`src/rtl/hsstlp_rst_pkg.sv`:
```
// Shared definitions for the HSSTLP lane reset sequencers: state encoding,
// timing constants derived from the free-running clock frequency, counter sizing.
package hsstlp_rst_pkg;

   typedef enum logic [3:0] {
      ST_IDLE      = 4'd0,
      ST_PWRUP     = 4'd1,
      ST_SYNC      = 4'd2,
      ST_WAIT_LOCK = 4'd3,
      ST_PCS       = 4'd4,
      ST_DONE      = 4'd5,
      ST_RATE      = 4'd6,
      ST_LRST      = 4'd7
   } rst_state_e;

   // All constants are in free-clock cycles, f is the clock frequency in MHz
   function automatic int unsigned t_pma_rel(input int unsigned f);
      return f;
   endfunction

   function automatic int unsigned t_piso_rel(input int unsigned f);
      return 2 * f;
   endfunction

   function automatic int unsigned t_drv_rel(input int unsigned f);
      return 3 * f;
   endfunction

   function automatic int unsigned t_sync_len(input int unsigned f);
      return f / 5;
   endfunction

   function automatic int unsigned t_pcs_rel(input int unsigned f);
      return f;
   endfunction

   function automatic int unsigned t_rc_on_f(input int unsigned f);
      return f / 5;
   endfunction

   function automatic int unsigned t_rc_sync_r(input int unsigned f);
      return (3 * f) / 5;
   endfunction

   function automatic int unsigned t_rc_rate(input int unsigned f);
      return (7 * f) / 10;
   endfunction

   function automatic int unsigned t_rc_sync_f(input int unsigned f);
      return (4 * f) / 5;
   endfunction

   function automatic int unsigned t_rc_pma_f(input int unsigned f);
      return (9 * f) / 10;
   endfunction

   function automatic int unsigned t_rc_on_r(input int unsigned f);
      return (13 * f) / 10;
   endfunction

   function automatic int unsigned max2(input int unsigned a, input int unsigned b);
      return (a > b) ? a : b;
   endfunction

   function automatic int unsigned cntr_w(input int unsigned max_cnt);
      return $clog2(max_cnt) + 1;
   endfunction

endpackage

```
`src/rtl/hsstlp_txlane_rst_ctrl_mx_sync2.sv`:
```
// Two-flop synchroniser for a single asynchronous level.
module hsstlp_sync2 (
   input  logic clk,
   input  logic rst_n,
   input  logic d,
   output logic q
);

   logic meta;

   always_ff @(posedge clk or negedge rst_n) begin
      if (!rst_n) begin
         meta <= 1'b0;
         q    <= 1'b0;
      end else begin
         meta <= d;
         q    <= meta;
      end
   end

endmodule

```
`src/rtl/hsstlp_txlane_rst_ctrl_mx.sv`:
```
// Bonded TX lane power-up / reset / rate-change sequencer for the HSSTLP wrapper.
// One FSM drives every lane; per-lane enables only mask the outputs.
module hsstlp_txlane_rst_ctrl_mx
   import hsstlp_rst_pkg::*;
#(
   parameter int unsigned LANE_NUM        = 1,
   parameter int unsigned FREE_CLOCK_FREQ = 100,
   parameter int unsigned P_LX_TX_CKDIV   = 0,
   parameter int unsigned EXPLL_USE       = 0,
   parameter int unsigned LOCK_TIMEOUT_US = 1000,
   parameter int unsigned DONE_DLY        = 32
) (
   input  logic                    clk,
   input  logic                    rst_n,
   input  logic [LANE_NUM-1:0]     i_lane_en,
   input  logic                    i_txlane_rst_n,
   input  logic                    i_pll_lock,
   input  logic                    i_rate_req,
   input  logic [2:0]              i_txckdiv,
   output logic                    o_rate_ack,
   output logic [LANE_NUM-1:0]     o_tx_pd_clkpath,
   output logic [LANE_NUM-1:0]     o_tx_pd_piso,
   output logic [LANE_NUM-1:0]     o_tx_pd_driver,
   output logic [LANE_NUM-1:0]     o_tx_pma_rst,
   output logic [LANE_NUM-1:0]     o_pcs_tx_rst,
   output logic [3*LANE_NUM-1:0]   o_tx_rate,
   output logic                    o_lane_sync,
   output logic                    o_rate_change_on,
   output logic                    o_txlane_done,
   output logic                    o_lock_timeout
);

   localparam int unsigned F         = FREE_CLOCK_FREQ;
   localparam int unsigned PMA_REL   = t_pma_rel(F);
   localparam int unsigned PISO_REL  = t_piso_rel(F);
   localparam int unsigned DRV_REL   = t_drv_rel(F);
   localparam int unsigned SYNC_LEN  = t_sync_len(F);
   localparam int unsigned PCS_REL   = t_pcs_rel(F);
   localparam int unsigned RC_ON_F   = t_rc_on_f(F);
   localparam int unsigned RC_SYNC_R = t_rc_sync_r(F);
   localparam int unsigned RC_RATE   = t_rc_rate(F);
   localparam int unsigned RC_SYNC_F = t_rc_sync_f(F);
   localparam int unsigned RC_PMA_F  = t_rc_pma_f(F);
   localparam int unsigned RC_ON_R   = t_rc_on_r(F);
   localparam int unsigned TMO       = LOCK_TIMEOUT_US * F;
   localparam int unsigned CNT_MAX   = max2(max2(DRV_REL, RC_ON_R), max2(PCS_REL + DONE_DLY, TMO));
   localparam int unsigned CW        = cntr_w(CNT_MAX);

   rst_state_e    state;
   logic [CW-1:0] cnt;
   logic          pd_clk;
   logic          pd_piso;
   logic          pd_drv;
   logic          pma_rst;
   logic          pcs_rst;
   logic          lane_sync;
   logic          rc_on;
   logic          done;
   logic          rate_ack;
   logic          lock_tmo;
   logic [2:0]    rate;
   logic [2:0]    rate_cap;
   logic          lock_q;
   logic          lock_s;
   logic          lrst_go;

   hsstlp_sync2 u_lock_sync (
      .clk   (clk),
      .rst_n (rst_n),
      .d     (i_pll_lock),
      .q     (lock_q)
   );

   assign lock_s  = (EXPLL_USE != 0) ? lock_q : 1'b1;

   // Soft reset outranks lock loss, which outranks a rate request
   assign lrst_go = (!i_txlane_rst_n &&
                     (state inside {ST_SYNC, ST_WAIT_LOCK, ST_PCS, ST_DONE, ST_RATE})) ||
                    (state == ST_DONE && !lock_s);

   // Action at constant K fires K cycles after state entry (cnt == K-1)
   always_ff @(posedge clk or negedge rst_n) begin
      if (!rst_n) begin
         state     <= ST_IDLE;
         cnt       <= '0;
         pd_clk    <= 1'b1;
         pd_piso   <= 1'b1;
         pd_drv    <= 1'b1;
         pma_rst   <= 1'b1;
         pcs_rst   <= 1'b1;
         lane_sync <= 1'b0;
         rc_on     <= 1'b1;
         done      <= 1'b0;
         rate_ack  <= 1'b0;
         lock_tmo  <= 1'b0;
         rate      <= 3'(P_LX_TX_CKDIV);
         rate_cap  <= 3'(P_LX_TX_CKDIV);
      end else begin
         rate_ack <= 1'b0;
         cnt      <= cnt + CW'(1);
         case (state)
            ST_IDLE: begin
               state <= ST_PWRUP;
               cnt   <= '0;
            end
            ST_PWRUP, ST_LRST: begin
               if (state == ST_LRST && !i_txlane_rst_n) begin
                  cnt     <= '0;
                  pd_piso <= 1'b1;
                  pd_drv  <= 1'b1;
                  pma_rst <= 1'b1;
                  pcs_rst <= 1'b1;
                  done    <= 1'b0;
               end else begin
                  if (state == ST_PWRUP && cnt == '0) pd_clk <= 1'b0;
                  if (cnt == CW'(PMA_REL - 1))  pma_rst <= 1'b0;
                  if (cnt == CW'(PISO_REL - 1)) pd_piso <= 1'b0;
                  if (cnt == CW'(DRV_REL - 1)) begin
                     pd_drv <= 1'b0;
                     cnt    <= '0;
                     if (LANE_NUM > 1) begin
                        state     <= ST_SYNC;
                        lane_sync <= 1'b1;
                     end else begin
                        state <= ST_WAIT_LOCK;
                     end
                  end
               end
            end
            ST_SYNC: begin
               if (cnt == CW'(SYNC_LEN - 1)) begin
                  lane_sync <= 1'b0;
                  state     <= ST_WAIT_LOCK;
                  cnt       <= '0;
               end
            end
            ST_WAIT_LOCK: begin
               if (lock_s) begin
                  state <= ST_PCS;
                  cnt   <= '0;
               end else begin
                  if (cnt == CW'(TMO - 1)) lock_tmo <= 1'b1;
                  if (cnt == CW'(TMO))     cnt      <= cnt;
               end
            end
            ST_PCS: begin
               if (cnt == CW'(PCS_REL - 1)) pcs_rst <= 1'b0;
               if (cnt == CW'(PCS_REL + DONE_DLY - 1)) begin
                  done  <= 1'b1;
                  state <= ST_DONE;
                  cnt   <= '0;
               end
            end
            ST_DONE: begin
               cnt <= '0;
               if (lock_s && i_rate_req) begin
                  rate_cap <= i_txckdiv;
                  state    <= ST_RATE;
                  done     <= 1'b0;
                  pcs_rst  <= 1'b1;
               end
            end
            ST_RATE: begin
               if (cnt == CW'(RC_ON_F - 1)) rc_on <= 1'b0;
               if (cnt == CW'(RC_SYNC_R - 1)) begin
                  pma_rst   <= 1'b1;
                  lane_sync <= 1'(LANE_NUM > 1);
               end
               if (cnt == CW'(RC_RATE - 1))   rate      <= rate_cap;
               if (cnt == CW'(RC_SYNC_F - 1)) lane_sync <= 1'b0;
               if (cnt == CW'(RC_PMA_F - 1))  pma_rst   <= 1'b0;
               if (cnt == CW'(RC_ON_R - 1)) begin
                  rc_on    <= 1'b1;
                  rate_ack <= 1'b1;
                  state    <= ST_PCS;
                  cnt      <= '0;
               end
            end
            default: begin
               state <= ST_IDLE;
               cnt   <= '0;
            end
         endcase

         // Re-sequence without touching the clock path or the applied rate
         if (lrst_go) begin
            state     <= ST_LRST;
            cnt       <= '0;
            pd_piso   <= 1'b1;
            pd_drv    <= 1'b1;
            pma_rst   <= 1'b1;
            pcs_rst   <= 1'b1;
            done      <= 1'b0;
            lane_sync <= 1'b0;
            rc_on     <= 1'b1;
            rate_ack  <= 1'b0;
         end

         if (!i_txlane_rst_n) lock_tmo <= 1'b0;
      end
   end

   // Disabled lanes always show powered-down and in reset
   assign o_tx_pd_clkpath  = {LANE_NUM{pd_clk}}  | ~i_lane_en;
   assign o_tx_pd_piso     = {LANE_NUM{pd_piso}} | ~i_lane_en;
   assign o_tx_pd_driver   = {LANE_NUM{pd_drv}}  | ~i_lane_en;
   assign o_tx_pma_rst     = {LANE_NUM{pma_rst}} | ~i_lane_en;
   assign o_pcs_tx_rst     = {LANE_NUM{pcs_rst}} | ~i_lane_en;
   assign o_tx_rate        = {LANE_NUM{rate}};
   assign o_lane_sync      = lane_sync;
   assign o_rate_change_on = rc_on;
   assign o_txlane_done    = done;
   assign o_rate_ack       = rate_ack;
   assign o_lock_timeout   = lock_tmo;

endmodule

```
`config.mk`:
```
export PLATFORM = sky130hd
export DESIGN_NAME = hsstlp_txlane_rst_ctrl_mx
export DESIGN_NICKNAME = d
export VERILOG_FILES = /design/src/rtl/hsstlp_rst_pkg.sv /design/src/rtl/hsstlp_txlane_rst_ctrl_mx_sync2.sv /design/src/rtl/hsstlp_txlane_rst_ctrl_mx.sv
export SDC_FILE = /design/constraint.sdc
export NUM_CORES = 1
export LEC_CHECK = 0
export CAP_MARGIN = 20
export CORE_MARGIN = 1
export CORE_UTILIZATION = 40
export CTS_CLUSTER_SIZE = 40
export DETAILED_ROUTE_END_ITERATION = 10
export GPL_ROUTABILITY_DRIVEN = 0
export GPL_TIMING_DRIVEN = 0
export RECOVER_POWER = 100
export SETUP_SLACK_MARGIN = 0.1
export SYNTH_ARGS = -nofsm -noshare
export SYNTH_HDL_FRONTEND = slang
export SYNTH_HIERARCHICAL = 1
export SYNTH_SLANG_ARGS = --single-unit
```
`constraint.sdc`:
```
create_clock -name clk -period 2.85 [get_ports clk]
set_input_delay 0.57 -clock clk [delete_from_list [all_inputs] [get_ports clk]]
set_output_delay 0.57 -clock clk [all_outputs]
set_load 0.05 [all_outputs]
```
Word level (Yosys, flattened, before mapping)
Index checks and enable logic that the tools add are counted.
- output and inout bits: 13
- input bits: 9
- logic and storage cells: 125
- register bits after elaboration: 37
- $add $sub $neg: 1
- eq/ne operators: 28
- bitwise gates (word level): 7
- reductions and logical operators: 27
- mux-type cells: 49
- operators with widths (kind ; count):
    18-bit two-way mux ; 6
    18-bit by 7-bit equality test with 1-bit output, second input constant ; 4
    18-bit case mux with 4 select lines ; 1
    18-bit by 8-bit equality test with 1-bit output, second input constant ; 3
    1-bit two-way mux ; 30
    4-bit two-way mux ; 7
    4-bit case mux with 7 select lines ; 1
    18-bit by 1-bit adder with 18-bit output, second input constant ; 1
    18-bit by 5-bit equality test with 1-bit output, second input constant ; 1
    18-bit by 6-bit equality test with 1-bit output, second input constant ; 1
    18-bit by 9-bit equality test with 1-bit output, second input constant ; 1
    18-bit logical NOT ; 1
    4-bit by 3-bit equality test with 1-bit output, second input constant ; 4
    3-bit nonzero test ; 5
    3-bit by 2-bit != test with 1-bit output, second input constant ; 4
    3-bit != test, second input constant ; 4
    2-bit AND reduction ; 5
    3-bit AND reduction ; 3
    4-bit by 2-bit equality test with 1-bit output, second input constant ; 2
    4-bit by 2-bit != test with 1-bit output, second input constant ; 2
    4-bit AND reduction ; 2
    1-bit case mux with 3 select lines ; 2
    6-bit AND reduction ; 1
    1-bit OR ; 5
    other kinds (11) ; 16

Logic depth before layout (Yosys ltp)
- word-level depth: 5
- gate-level depth with buffers: 8
- gate-level depth less buffers: 7

Least setup slack after synthesis
No wires, ideal clock.
- kind: register to register
- from: register cnt[10]
- to: register rate[0] (netlist: o_tx_rate[0])
- setup slack: 0.530 ns
- cell stages (with the launch flop): 5
- period minus slack after synthesis: 2.320 ns
- setup time: 0.125 ns
- path buffers: 0
- arrival: 2.196 ns
- required time: 2.725 ns
- cell sequence: dfrtp_1 or4_4 or4_4 nor4_4 mux2_2
- longest elaborated chain between the ends: 2
- RTL lines (element ; line ; text):
    start, declared ; hsstlp_txlane_rst_ctrl_mx.sv:50 ; logic [CW-1:0] cnt;
    start signal, assigned ; hsstlp_txlane_rst_ctrl_mx.sv:100 ; cnt <= cnt + CW'(1);
    start signal, assigned ; hsstlp_txlane_rst_ctrl_mx.sv:143 ; if (cnt == CW'(TMO)) cnt <= cnt;
    18-bit by 7-bit equality test with 1-bit output ; hsstlp_txlane_rst_ctrl_mx.sv:169 ; if (cnt == CW'(RC_RATE - 1)) rate <= rate_cap;
    2-bit AND reduction (no source line) ; -- ;
    end signal, assigned ; hsstlp_txlane_rst_ctrl_mx.sv:96 ; rate <= 3'(P_LX_TX_CKDIV);
    end signal, assigned ; hsstlp_txlane_rst_ctrl_mx.sv:169 ;
    end, declared ; hsstlp_txlane_rst_ctrl_mx.sv:61 ; logic [2:0] rate;
No other way between the ends.
A chain may end at the register's enable or synchronous reset.

Final worst setup path
- from: register cnt[10]
- to: register rate[1] (netlist: o_tx_rate[1])
The elaborated chain is that of the path after synthesis.

==> flow_summary_export.csv <==
group,metric,value,unit
die,coreArea,4880,µm²
synth,synth_edf_count,0,
layout,ff_latch_area,883,µm²
place,portBuffers,18,
place,place_area,2360,µm²
timing,setup_viol,0,
min_path,hp-class,"reg -> reg",
synth,async_flop_share,1.00,
synth,yosys_warnings,6,
synth,netlist_area,2100,µm²
layout,final_cells,324,
layout,drive_above_1_share,0.144,
timing,tns,0,ns
timing,fin_crit_sh,0.928,
timing,fmax,378,MHz
power,p_clk_frac,0.225,
power,p_leak,1.01,nW
clocking,postCtsSetupBuffers,0,
layout,syn2layout_area_growth,15.8,%
synth,yosysUniqueCellTypes,52,
synth,synthTopCellsByArea,"dfrtp_1, dfstp_2, nor2_1",
run_status,status,"finished with violations",
power,ir_drop,0.490,mV
drt,drc,0,
place,dp_hpwl,3330,µm
die,dieArea,5540,µm²
clocking,cts_buffers,5,
worst_setup_path,arrival,2.81,ns
layout,fin_nets,269,
timing,worst_pin_slew,1.83,ns
synth,synth_area_per_cell,9.08,µm²
timing,rsz0062_at_grt,"true",
synth,netlist_instances,231,
power,power.total,1.59,mW
drt,wl_per_cell,14.0,µm
worst_setup_path,critPathMaxStageDelay,0.65,ns
clocking,clock_sinks,35,
global_routing,gr-total-overflow,0,
layout,diodes,0,
power,p_comb_frac,0.407,
synth,yosysTopAreaCell,"dfrtp_1",
timing,fin_crit,2.64,ns
clocking,clk_latency,0.28,ns
drt,vias_per_cell,5.38,
layout,finalInstanceArea,2430,µm²
clocking,clk_pin_slew,0.07,ns
clocking,cts_tree,"yes",
global_routing,antenna_found_initial,0,
drt,postRouteAntennaNets,0,
global_routing,grt_pass1_wl,7820,µm
clocking,clockBufferDepth,2,
global_routing,grt_pass1_vias,1587,
synth,synthFlopType,"dfrtp_1",
clocking,clock-root-buffer,"clkbuf_8",
timing,worst_hold_slack,0.459,ns
drt,drt_pass1_iterations,4,
timing,slew_violations,36,
power,switching_share,0.389,
global_routing,grt_use_total,0.188,
timing,slew_headroom,-0.222,
layout,multiInputGateArea,1100,µm²
die,fp.dieW,74.4,µm
power,p_switching,618,µW
timing,setup_slack,0.206,ns
worst_setup_path,r2r_slack,0.21,ns
synth,synth_seq_cells,35,
clocking,cts_resized,0,
worst_setup_path,path_class,"reg -> reg",
drt,finalWirelength,4530,µm
place,dp_cells,317,
timing,skew,0.00656,ns
layout,fill_cells,471,
die,initial_core_util,0.430,
timing,hold_viol,0,
power,power.density,653,nW/µm²
clocking,cts-htree-levels,2,
worst_setup_path,endpoint_kind,"register",
run_status,violations,"max-capacitance violations, max-slew violations",
worst_setup_path,path_cells,"or4_4, or4_1, nor4_2, mux2_2",
synth,synth_top_area_share,0.346,
worst_setup_path,cp_slowest_cell,"or4_1",
flow_run,timing.max_cap.violations,1,
die,io_pins,22,
worst_setup_path,start_kind,"register",
die,rows,25,
worst_setup_path,crit_required,3.02,ns
synth,ys_seq_area_frac,0.421,
drt,first_iter_violations,194,
clocking,hold_buffers,0,
worst_setup_path,critPathMaxFanout,5,
drt,vias,1744,
global_routing,grt_max_degree,36,
layout,postLayoutCoreUtil,0.498,
die,die_h,74.4,µm
place,pre_cts_ws,0.0635,ns
power,p_int,970,µW
power,seq_power_share,0.368,
==> sequential cells by signal, summed over array words and instances, names as in the netlist <==
name / count
cnt: 18
o_tx_rate: 3
rate_cap: 3
state: 3
o_rate_ack: 1
o_rate_change_on: 1
o_txlane_done: 1
pcs_rst: 1
pd_clk: 1
pd_drv: 1
pd_piso: 1
pma_rst: 1
==> final timing paths <==
check,startpoint,end,depth (start not counted)
max reg2reg,cnt[10],o_tx_rate[1],4
min in group asynchronous,rst_n,state[2],1
max,cnt[10],o_tx_rate[1],4
min reg2reg,pd_clk,pd_clk,1
min,pd_clk,pd_clk,1
max in group asynchronous,rst_n,cnt[13],1
==> kinds of logic (layout without fill, tap and decap cells) <==
kind of cell	count (synthesis)	after routing	synth area share
fa+ha+maj	3	3	0.0179
mux	8	8	0.0423
compound gates	37	37	0.130
simple gates	106	106	0.267
xor+xnor	17	17	0.0710
other cells	1	2	0.00179
flops	35	35	0.421
buf+inv	24	49	0.0495
==> power groups by stage <==
| stage | Sequential (mW) | Combinational [mW] | Clock (mW) |
|---|---|---|---|
| finish | 0.584 | 0.646 | 0.358 |
| global route | 0.591 | 0.717 | 0.395 |
| CTS | 0.584 | 0.647 | 0.374 |
| detailed placement | 0.593 | 0.643 | 0 |
| global placement | 0.592 | 0.646 | 0 |
| floorplan | 0.583 | 0.495 | 0 |
==> worst max-delay path: cells and delay by family, from the launching register on <==
family | cells | cell delay [ns]
multiplexers | 1 | 0.38
AND/OR/NAND/NOR | 3 | 1.70
flip-flops | 1 | 0.44
==> cell usage after synthesis, types with 2 or more instances <==
library cell and n:
a21oi_1 6, a31oi_1 3, and2_1 2, and3_1 2
buf_4 3, clkbuf_1 7, dfrtp_1 29, dfstp_2 6
ha_1 3, inv_1 11, mux2_2 7, nand2_1 15
nand2b_1 8, nand3_1 12, nand4_1 5, nor2_1 40
nor3_1 5, nor4_4 2, o21ai_0 13, o31a_1 2
or3_1 2, or4_1 2, or4_4 2, xnor2_1 8
xor2_1 9
==> layout by cell type (no fill, tap or decap), types with 2 or more instances in the layout <==
cell type	n
or4_1	3
xnor2_1	8
nor2_1	40
dlygate4sd3_1	11
a211oi_1	2
or3_1	2
clkdlybuf4s50_1	6
a21oi_1	6
nor3_1	5
xor2_1	9
and3_1	2
dfrtp_1	29
clkbuf_1	9
buf_4	3
inv_1	11
nand3_1	12
and2_1	2
mux2_2	7
clkbuf_8	6
nand2b_1	8
nand2_1	15
o31a_1	2
a31oi_1	3
o21ai_0	13
conb_1	2
nand4_1	5
ha_1	3
dfstp_2	6
==> cell type report <==
type,instances,share of cell area
clock buffer,6,0.0340
clock inverter,1,0.00206
inverter,11,0.0170
tap,67,0.0345
timing repair buffer,18,0.0716
sequential,35,0.364
multi-input combinational,173,0.452
buffer,13,0.0257
==> metal layers <==
layer	global-route usage	vias up	wire length (µm)
li1	-	854	-
met1	0.273	830	2240
met2	0.283	56	2040
met3	0.0407	4	244
met4	0.0524	0	15
met5	0	-	0
Power figures use the tool's default switching activity.
